$ cat src/rtl/rfphoenix_icache_refill.sv
// Icache lookup and refill engine: compares the four way tags for a fetch
// index, and on a miss fetches the 64-byte line over the bus, then installs it
// in the tag/data RAMs and retries the lookup so the fetch completes as a hit.
module rfphoenix_icache_refill #(
  parameter int AWID  = 32,
  parameter int LINES = 128,
  parameter int WAYS  = 4,
  parameter int BEATS = 4,
  parameter int TMO   = 255
) (
  input  logic                  clk,
  input  logic                  rst,
  input  logic                  req,
  input  logic [AWID-1:0]       ip,
  output logic [6:0]            ndx,
  input  logic [4*(AWID-6)-1:0] tags_i,
  output logic                  hit,
  output logic [1:0]            hit_way,
  output logic                  busy,
  output logic                  mem_req,
  output logic [AWID-1:0]       mem_adr,
  input  logic                  mem_ack,
  input  logic [127:0]          mem_dat,
  input  logic                  mem_err,
  output logic [511:0]          line_o,
  output logic                  line_wr,
  output logic                  tag_wr,
  output logic [AWID-1:0]       tag_ipo,
  output logic [1:0]            tag_way,
  output logic                  err
);

  localparam int TAGW = AWID - 6;
  localparam int BW   = $clog2(BEATS);
  localparam int TW   = $clog2(TMO + 1);

  typedef enum logic [1:0] {IDLE, CHECK, FETCH, WRITE} state_t;

  state_t                     state;
  logic [TAGW-1:0]            tag_r;
  logic [6:0]                 set_r;
  logic [WAYS-1:0][LINES-1:0] vld;
  logic [1:0]                 victim;
  logic [BW-1:0]              beat;
  logic [TW-1:0]              tmo;
  logic [WAYS-1:0]            way_hit;
  logic [1:0]                 first_way;
  logic                       any_hit;
  logic                       tmo_expired;
  logic                       unused_ip;

  // Offset bits within the line never affect lookup or refill.
  assign unused_ip = ^ip[5:0];

  // Only the line address of the fetch is kept; the set index is its low 7 bits.
  assign set_r = tag_r[6:0];

  // The tag RAM is read from the live fetch address while idle so its data is
  // ready in CHECK; afterwards the captured address keeps the index stable.
  assign ndx = (state == IDLE) ? ip[12:6] : set_r;

  // Per-way hit detection against the captured line address.
  always_comb begin
    way_hit = '0;
    for (int w = 0; w < WAYS; w++)
      way_hit[w] = vld[w][set_r] && (tags_i[w*TAGW +: TAGW] == tag_r);
  end

  // Priority select: the lowest hitting way wins if several match.
  always_comb begin
    first_way = 2'd0;
    for (int w = WAYS - 1; w >= 0; w--)
      if (way_hit[w]) first_way = 2'(w);
  end

  assign any_hit     = |way_hit;
  assign tmo_expired = !mem_ack && (tmo == TW'(TMO - 1));

  // Main lookup/refill state machine with all outputs registered.
  always_ff @(posedge clk) begin
    if (rst) begin
      state   <= IDLE;
      tag_r   <= '0;
      vld     <= '0;
      victim  <= 2'd0;
      beat    <= '0;
      tmo     <= '0;
      hit     <= 1'b0;
      hit_way <= 2'd0;
      busy    <= 1'b0;
      mem_req <= 1'b0;
      mem_adr <= '0;
      line_o  <= '0;
      line_wr <= 1'b0;
      tag_wr  <= 1'b0;
      tag_ipo <= '0;
      tag_way <= 2'd0;
      err     <= 1'b0;
    end else begin
      hit     <= 1'b0;
      err     <= 1'b0;
      tag_wr  <= 1'b0;
      line_wr <= 1'b0;
      case (state)
        IDLE: begin
          if (req) begin
            tag_r <= ip[AWID-1:6];
            busy  <= 1'b1;
            state <= CHECK;
          end
        end
        CHECK: begin
          if (any_hit) begin
            hit     <= 1'b1;
            hit_way <= first_way;
            busy    <= 1'b0;
            state   <= IDLE;
          end else begin
            tag_way <= victim;
            beat    <= '0;
            tmo     <= '0;
            mem_adr <= {tag_r, 6'd0};
            mem_req <= 1'b1;
            state   <= FETCH;
          end
        end
        FETCH: begin
          if (mem_err || tmo_expired) begin
            mem_req <= 1'b0;
            err     <= 1'b1;
            busy    <= 1'b0;
            state   <= IDLE;
          end else if (mem_ack) begin
            line_o[128*beat +: 128] <= mem_dat;
            beat    <= beat + 1'b1;
            mem_adr <= mem_adr + AWID'(16);
            tmo     <= '0;
            if (beat == BW'(BEATS - 1)) begin
              mem_req <= 1'b0;
              tag_wr  <= 1'b1;
              line_wr <= 1'b1;
              tag_ipo <= {tag_r, 6'd0};
              state   <= WRITE;
            end
          end else begin
            tmo <= tmo + 1'b1;
          end
        end
        WRITE: begin
          vld[tag_way][set_r] <= 1'b1;
          victim <= victim + 2'd1;
          state  <= CHECK;
        end
        default: state <= IDLE;
      endcase
    end
  end

endmodule

$ cat config.mk
export PLATFORM = sky130hd
export DESIGN_NAME = rfphoenix_icache_refill
export DESIGN_NICKNAME = d
export VERILOG_FILES = /design/src/rtl/rfphoenix_icache_refill.sv
export SDC_FILE = /design/constraint.sdc
export NUM_CORES = 2
export LEC_CHECK = 0
export ABC_CLOCK_PERIOD_IN_PS = 5500
export CAP_MARGIN = 15
export CORE_MARGIN = 5
export CORE_UTILIZATION = 30
export DETAILED_ROUTE_END_ITERATION = 16
export PLACE_DENSITY = 0.55
export SLEW_MARGIN = 40
export SYNTH_ARGS = -nofsm -noshare
export SYNTH_HDL_FRONTEND = slang
export SYNTH_SLANG_ARGS = --single-unit
$ cat constraint.sdc
create_clock -name clk -period 5.5 [get_ports clk]
set_clock_uncertainty 0.15 [all_clocks]
set_input_delay 1.1 -clock clk [delete_from_list [all_inputs] [get_ports clk]]
set_output_delay 1.1 -clock clk [all_outputs]
set_load 0.01 [all_outputs]
# [After elaboration in Yosys (flattened, before gate mapping)]
# Cells that the tools add are included.
[word_totals] reg_bits=1131 latchBits=0 mem_bits_rw=0 mem_bits_ro=0 input_bits=269 out_inout_bits=593 wordCells=127 mem_count=0
[classes] n_addsub=5 n_mul=0 div_mod_pow=0 n_lt_le_gt_ge=4 n_eq_ne=17 shift=2 muxes=48 n_bitwise=6 n_reduce_logical=26
[ops] operator="bitwise mux 512 bit" count=1
[ops] operator="OR 512 bit" count=1
[ops] operator="variable shift 128 x 34 -> 512 bit (first input constant)" count=1
[ops] operator="indexed part select 128 x 34 -> 512 bit" count=1
[ops] operator="demux 128 bit (select 2 bit)" count=1
[ops] operator="2-to-1 mux 128 bit" count=1
[ops] operator="== test 26 bit" count=4
[ops] operator="2-to-1 mux 32 bit" count=3
[ops] operator="case mux 32 bit (2 select lines)" count=1
[ops] operator="negator 9 -> 34 bit" count=1
[ops] operator="adder 32 x 5 -> 32 bit (second input constant)" count=1
[ops] operator="binary-select mux 1 bit (select 7 bit)" count=4
[ops] operator="2-to-1 mux 2 bit" count=12
[ops] operator="2-to-1 mux 8 bit" count=3
[ops] operator="case mux 8 bit (2 select lines)" count=1
[ops] operator="AND reduction 4 bit" count=4
[ops] operator="2-to-1 mux 1 bit" count=15
[ops] operator="inequality test 2 bit (second input constant)" count=6
[ops] operator="AND reduction 3 bit" count=3
[ops] operator="adder 8 x 1 -> 8 bit (second input constant)" count=1
[ops] operator="== test 8 bit (second input constant)" count=1
[ops] operator="< comparator 7 x 8 -> 1 bit (second input constant)" count=1
[ops] operator="case mux 2 bit (4 select lines)" count=1
[ops] operator="OR reduction 4 bit" count=2
[ops] operator="21 further kinds" count=38

# [Depth between registers and ports, before layout]
[logic_depth] ltp_word=7 depth_mapped=15 depth_no_buf=10

# [Worst setup path before layout]
# OpenSTA, ideal clock, no wires.
[synth_path] path_type="in2reg" startpoint="input tags_i[49]" endpoint="register mem_adr[19]" setup_ps=119 arrival_time_ps=3242 t_required_ps=5231 slack_ps=1990 stages=10 n_path_buf=1 cell_sequence="xor2_1 > nor4_1 > nand3_1 > nor4_1 > o41ai_1 > a21boi_1 > a31o_1 > buf_4 > and3_1 > o221a_2"
[synth_via] elab_chain_len=5
[synth_lines] item="start, declared" line_no="16" rtl="input logic [4*(AWID-6)-1:0] tags_i,"
[synth_lines] item="== test 26 bit" line_no="66" rtl="way_hit[w] = vld[w][set_r] && (tags_i[w*TAGW +: TAGW] == tag_r);"
[synth_lines] item="logical AND 1 bit" line_no="66"
[synth_lines] item="OR reduction 4 bit" line_no="76" rtl="assign any_hit = |way_hit;"
[synth_lines] item="inequality test 2 bit (no line)"
[synth_lines] item="AND reduction 4 bit (no line)"
[synth_lines] item="end signal, assigned" line_no="122" rtl="mem_adr <= {tag_r, 6'd0};"
[synth_lines] item="end signal, assigned" line_no="136" rtl="mem_adr <= mem_adr + AWID'(16);"
[synth_lines] item="end, declared" line_no="21" rtl="output logic [AWID-1:0] mem_adr,"
# Every way passes these cells.
# A chain may end at the register's enable or synchronous reset.

# [Final worst setup path]
[layout_path] startpoint="register tag_r[0]" endpoint="register mem_adr[15]"
[layout_via] elab_chain_len=6 word_cells_on_any_way=19 classes_between="eq/ne: 5; mux: 8; reduce/logical: 6"
[layout_lines] item="start, declared" line_no="40" rtl="logic [TAGW-1:0] tag_r;"
[layout_lines] item="start signal, assigned" line_no="107" rtl="tag_r <= ip[AWID-1:6];"
[layout_lines] item="binary-select mux 1 bit (select 7 bit)" line_no="66"
[layout_lines] item="2-to-1 mux 1 bit (not written as such)" line_no="66"
[layout_lines] item="logical AND 1 bit" line_no="66"
[layout_lines] item="OR reduction 4 bit (*)" line_no="76"
[layout_lines] item="inequality test 2 bit (no line) (*)"
[layout_lines] item="AND reduction 4 bit (no line) (*)"
# Mark *: on every way between the ends. The rest lies on a longest branch, timed or not. The select of a mux whose other input is x is not followed.

==> impl_metrics.sql <==
INSERT INTO impl_metrics (metric_group, metric, value, unit) VALUES
('status', 'status', 'finished clean', ''),
('setup_path', 'critical_path_required', '6010', 'ps'),
('yosys', 'synth_seq_area_share', '50.0', '%'),
('placed_design', 'place.gp.congestion', '0.946', ''),
('yosys', 'synth_edf_count', '0', ''),
('yosys', 'leading_area_contributor_after_synthesis', 'sky130_fd_sc_hd__dfxtp_1', ''),
('clocking', 'clock_tree_from_tritoncts', 'yes', ''),
('placed_design', 'preCtsSetupSlack', '453', 'ps'),
('yosys', 'share_of_async_settable_or_async_resettable_flops_after_synthesis', '0', '%'),
('floorplanning', 'die_h', '398', 'µm'),
('floorplanning', 'die_w', '398', 'µm'),
('final_layout', 'postLayoutCoreUtil', '39.9', '%'),
('setup_path', 'crit_path_max_incr_delay', '810', 'ps'),
('sta', 'max-slew-margin-rel', '32.1', '%'),
('setup_path', 'worst-setup-path-type', 'reg2reg', ''),
('global_route', 'grt_pass1_vias', '40800', ''),
('yosys', 'post_synth_main_area_contributors', 'sky130_fd_sc_hd__dfxtp_1 50%, sky130_fd_sc_hd__a21oi_1 12%, sky130_fd_sc_hd__nand3_1 6.0%', ''),
('clocking', 'clockBufferDepth', '3', ''),
('yosys', 'synth.distinct_cells', '75', ''),
('placed_design', 'port_buffers', '845', ''),
('global_route', 'largest_net_degree_at_the_start_of_global_routing', '199', ''),
('final_layout', 'final_net_count', '6409', ''),
('clocking', 'cts.reportedPaths.clkPinSlew', '60', 'ps'),
('route', 'detail_route.vias_per_cell', '5.27', ''),
('yosys', 'yosys_most_used_dff', 'sky130_fd_sc_hd__dfxtp_1', ''),
('final_layout', 'multiInputGateArea', '0.0205', 'mm²'),
('yosys', 'post_synth_inst_count', '5512', ''),
('sta', 'tns', '0', 'ps'),
('route', 'routed_wirelength', '199000', 'µm'),
('clocking', 'tritoncts.num_buffers', '132', ''),
('setup_path', 'crit_path_top_delay_cell', 'sky130_fd_sc_hd__dfxtp_4', ''),
('sta', 'final.period_utilization', '92.3', '%'),
('yosys', 'synth_top_cell_area_share', '50.0', '%'),
('route', 'route.antenna.remaining_nets', '0', ''),
('setup_path', 'critPathMaxFanout', '40', ''),
('route', 'average_routed_wire_per_standard_cell', '24.2', 'µm'),
('global_route', 'overflow', '0', ''),
('route', 'remaining_drc_errors', '0', ''),
('clocking', 'cts-root-buf', 'sky130_fd_sc_hd__clkbuf_16', ''),
('global_route', 'grt_usage', '23.9', '%'),
('clocking', 'cts_setup_buffers', '0', ''),
('yosys', 'synth.cell_area', '0.0451', 'mm²'),
('clocking', 'worstSkewPairLatency', '760', 'ps'),
('final_layout', 'flow.area_growth_from_synthesis', '32.4', '%'),
('final_layout', 'layout.area.seq', '0.0226', 'mm²'),
('sta', 'finalCriticalPeriod', '5070', 'ps'),
('setup_path', 'crit_chain', 'buf_12, buf_4, mux2i_1, o22ai_1, o21ai_0, a41oi_1, o41ai_2, a21boi_1, a31o_1, nand2_2, o221a_2', ''),
('sta', 'hold_fails_final_rpt', '0', ''),
('floorplanning', 'initial_utilization', '30.2', '%'),
('floorplanning', 'die-area', '0.158', 'mm²'),
('clocking', 'cts_num_sinks', '1127', ''),
('sta', 'final_critical_path_setup_slack', '426', 'ps'),
('job', 'timing.max_cap.violations', '0', ''),
('sta', 'grt_setup_unrepaired', 'no', ''),
('global_route', 'antenna_found_initial', '19', ''),
('global_route', 'grt_first_pass_wirelength', '286000', 'µm'),
('yosys', 'synth-warning-count', '0', ''),
('worst_hold_path', 'min-delay-path-class', 'reg2reg', ''),
('sta', 'timing.final.setup_violations', '0', ''),
('setup_path', 'cp.arrival', '5580', 'ps'),
('yosys', 'yosys_reg_bits', '1127', ''),
('power', 'worst_supply_voltage_drop_on_vdd', '0.000226', 'V'),
('sta', 'report.final.slew_viol_count', '0', ''),
('clocking', 'ctsHtreeMaxLevel', '4', ''),
('sta', 'worst_slew_pin_slew', '1020', 'ps'),
('setup_path', 'worst_setup_path_end_kind', 'flop', ''),
('route', 'drt_iter0_drc', '3745', ''),
('floorplanning', 'floorplan.io_pins', '862', ''),
('setup_path', 'worstSetupStartpointType', 'flop', ''),
('route', 'via_count', '43500', ''),
('placed_design', 'hpwl', '137000', 'µm'),
('power', 'leakagePower', '19.6', 'nW'),
('sta', 'max_freq', '197', 'MHz'),
('route', 'detailedRoute.firstPassIterationCount', '7', ''),
('power', 'power.density_cell_area', '311', 'mW/mm²'),
('floorplanning', 'core', '0.150', 'mm²'),
('final_layout', 'post_route_cells_drive_above_1_share', '6.56', '%'),
('final_layout', 'num-fill-cells', '15100', ''),
('clocking', 'cts_hold_buffers', '0', ''),
('floorplanning', 'fp-row-count', '142', ''),
('yosys', 'synth.avg_cell_area', '8.18', 'µm²');
cells in the mapped netlist, types with 6 or more instances:
master and instances:
sky130_fd_sc_hd__dfxtp_1 1127, sky130_fd_sc_hd__a21oi_1 1122, sky130_fd_sc_hd__nand2_1 700, sky130_fd_sc_hd__nor2_1 696, sky130_fd_sc_hd__nand3_1 541, sky130_fd_sc_hd__clkbuf_1 390
sky130_fd_sc_hd__mux2i_1 195, sky130_fd_sc_hd__o22ai_1 87, sky130_fd_sc_hd__o21ai_0 70, sky130_fd_sc_hd__xnor2_1 53, sky130_fd_sc_hd__xor2_1 53, sky130_fd_sc_hd__buf_1 38
sky130_fd_sc_hd__buf_4 26, sky130_fd_sc_hd__o21ai_1 25, sky130_fd_sc_hd__buf_2 24, sky130_fd_sc_hd__a22o_1 23, sky130_fd_sc_hd__and3_1 22, sky130_fd_sc_hd__nand4_1 21
sky130_fd_sc_hd__inv_1 20, sky130_fd_sc_hd__buf_6 19, sky130_fd_sc_hd__a31oi_1 17, sky130_fd_sc_hd__nor4_1 17, sky130_fd_sc_hd__nand2b_1 15, sky130_fd_sc_hd__nand3b_1 15
sky130_fd_sc_hd__mux4_2 14, sky130_fd_sc_hd__ha_1 13, sky130_fd_sc_hd__mux2_2 13, sky130_fd_sc_hd__a41oi_1 12, sky130_fd_sc_hd__nor3_1 12, sky130_fd_sc_hd__nor2b_1 11
sky130_fd_sc_hd__o211ai_1 10, sky130_fd_sc_hd__a221oi_1 7, sky130_fd_sc_hd__nor3b_1 7, sky130_fd_sc_hd__and2_1 6, sky130_fd_sc_hd__o31ai_1 6, sky130_fd_sc_hd__o32ai_2 6
path summary, 6_finish.rpt:
kind / startpoint / endpoint / slack, ps / cells after the start
setup / recovery: tag_r[0]$_SDFFE_PP0P_ / mem_adr[15]$_SDFFE_PP0P_ / 430 / 11
hold / removal: line_o[321]$_SDFFE_PP0P_ / line_o[321]$_SDFFE_PP0P_ / 300 / 2
setup reg to reg: tag_r[0]$_SDFFE_PP0P_ / mem_adr[15]$_SDFFE_PP0P_ / 430 / 11
hold reg to reg: line_o[321]$_SDFFE_PP0P_ / line_o[321]$_SDFFE_PP0P_ / 300 / 2
power by group:
group	internal (mW)	switching, mW	leakage (nW)
clock	5.21	3.60	2.12
sequential	8.21	0.107	9.08
combinational	0.534	0.934	8.40
total	14.0	4.65	19.6
stage by stage:
step	cell area [µm²]	cells	hold slack, ps	power [mW]
3_5_place_dp	55400	8008	292	9.94
5_1_grt	59700	8240	312	19.2
6_report	59700	8246	298	18.6
4_1_cts	59700	8239	300	18.8
3_3_place_gp	55300	8007	287	9.93
2_1_floorplan	45100	5521	279	9.19
logic make-up after synthesis:
| group | share of synthesized area, % |
|---|---|
| DFF | 50.0 |
| xor gates and xnor gates | 2.06 |
| buffers and inverters | 4.98 |
| and+or+nand+nor | 19.7 |
| muxes | 5.35 |
| adders and majority gates | 0.361 |
| AOI/OAI and AO/OA | 17.5 |
| other | 0.00831 |
per-layer routing:
metal  routed length, µm  track usage [%]  vias to the layer above  share of wire, %
met5                 118                0                        -             0.059
met1               81900             30.7                    20900                41
li1                    -                -                    20200                 -
met4                8770             9.51                       18               4.4
met3               18700             6.96                      374               9.4
met2               89900             37.7                     1915                45
state kept, by name, indices dropped and copies added (netlist names), 2 cells and up:
register,cells
line_o,512
vld,512
mem_adr,28
tag_ipo,26
tag_r,26
tmo,8
beat,2
hit_way,2
state,2
tag_way,2
victim,2
cell type report:
| cell class | count | share of cell area (%) |
|---|---|---|
| diodes | 6 | 0.0251 |
| clock buffers | 198 | 6.50 |
| clock inverters | 33 | 0.741 |
| inverters | 21 | 0.132 |
| multi-input cells | 3874 | 34.3 |
| flip-flops and latches | 1127 | 37.8 |
| well taps | 2016 | 4.22 |
| repair buffers | 971 | 16.3 |
cell usage in the layout, fill, tap and decap left out, types with 6 or more instances in the layout:
cell type	count
sky130_fd_sc_hd__a21oi_1	1122
sky130_fd_sc_hd__a221oi_1	7
sky130_fd_sc_hd__a22o_1	23
sky130_fd_sc_hd__a31oi_1	17
sky130_fd_sc_hd__a41oi_1	11
sky130_fd_sc_hd__and2_1	6
sky130_fd_sc_hd__and3_1	16
sky130_fd_sc_hd__buf_12	24
sky130_fd_sc_hd__buf_4	100
sky130_fd_sc_hd__bufinv_16	7
sky130_fd_sc_hd__clkbuf_1	34
sky130_fd_sc_hd__clkbuf_16	133
sky130_fd_sc_hd__clkbuf_8	31
sky130_fd_sc_hd__clkdlybuf4s50_1	844
sky130_fd_sc_hd__clkinv_2	14
sky130_fd_sc_hd__conb_1	10
sky130_fd_sc_hd__dfxtp_1	1124
sky130_fd_sc_hd__diode_2	6
sky130_fd_sc_hd__ha_1	13
sky130_fd_sc_hd__inv_1	20
sky130_fd_sc_hd__mux2_2	13
sky130_fd_sc_hd__mux2i_1	195
sky130_fd_sc_hd__mux4_2	14
sky130_fd_sc_hd__nand2_1	693
sky130_fd_sc_hd__nand2b_1	11
sky130_fd_sc_hd__nand3_1	541
sky130_fd_sc_hd__nand3b_1	15
sky130_fd_sc_hd__nand4_1	21
sky130_fd_sc_hd__nor2_1	693
sky130_fd_sc_hd__nor2b_1	11
sky130_fd_sc_hd__nor3_1	11
sky130_fd_sc_hd__nor4_1	17
sky130_fd_sc_hd__o211ai_1	10
sky130_fd_sc_hd__o21ai_0	70
sky130_fd_sc_hd__o21ai_1	24
sky130_fd_sc_hd__o22ai_1	87
sky130_fd_sc_hd__o31ai_1	6
sky130_fd_sc_hd__o32ai_2	6
sky130_fd_sc_hd__xnor2_1	53
sky130_fd_sc_hd__xor2_1	53
timing repair:
item	4_1_cts	5_1_grt
gates resized for setup	0	1
setup endpoints to repair	0	8
hold endpoints to repair	0	0
worst max-delay path, delay by kind of cell (launching register included):
| kind | cells | cell delay, ps |
|---|---|---|
| buffers and inverters | 2 | 560 |
| DFF | 1 | 810 |
| muxes | 1 | 190 |
| AOI/OAI and AO/OA | 7 | 2780 |
| and+or+nand+nor | 1 | 380 |
No activity file was read; power rests on OpenSTA's default activity.
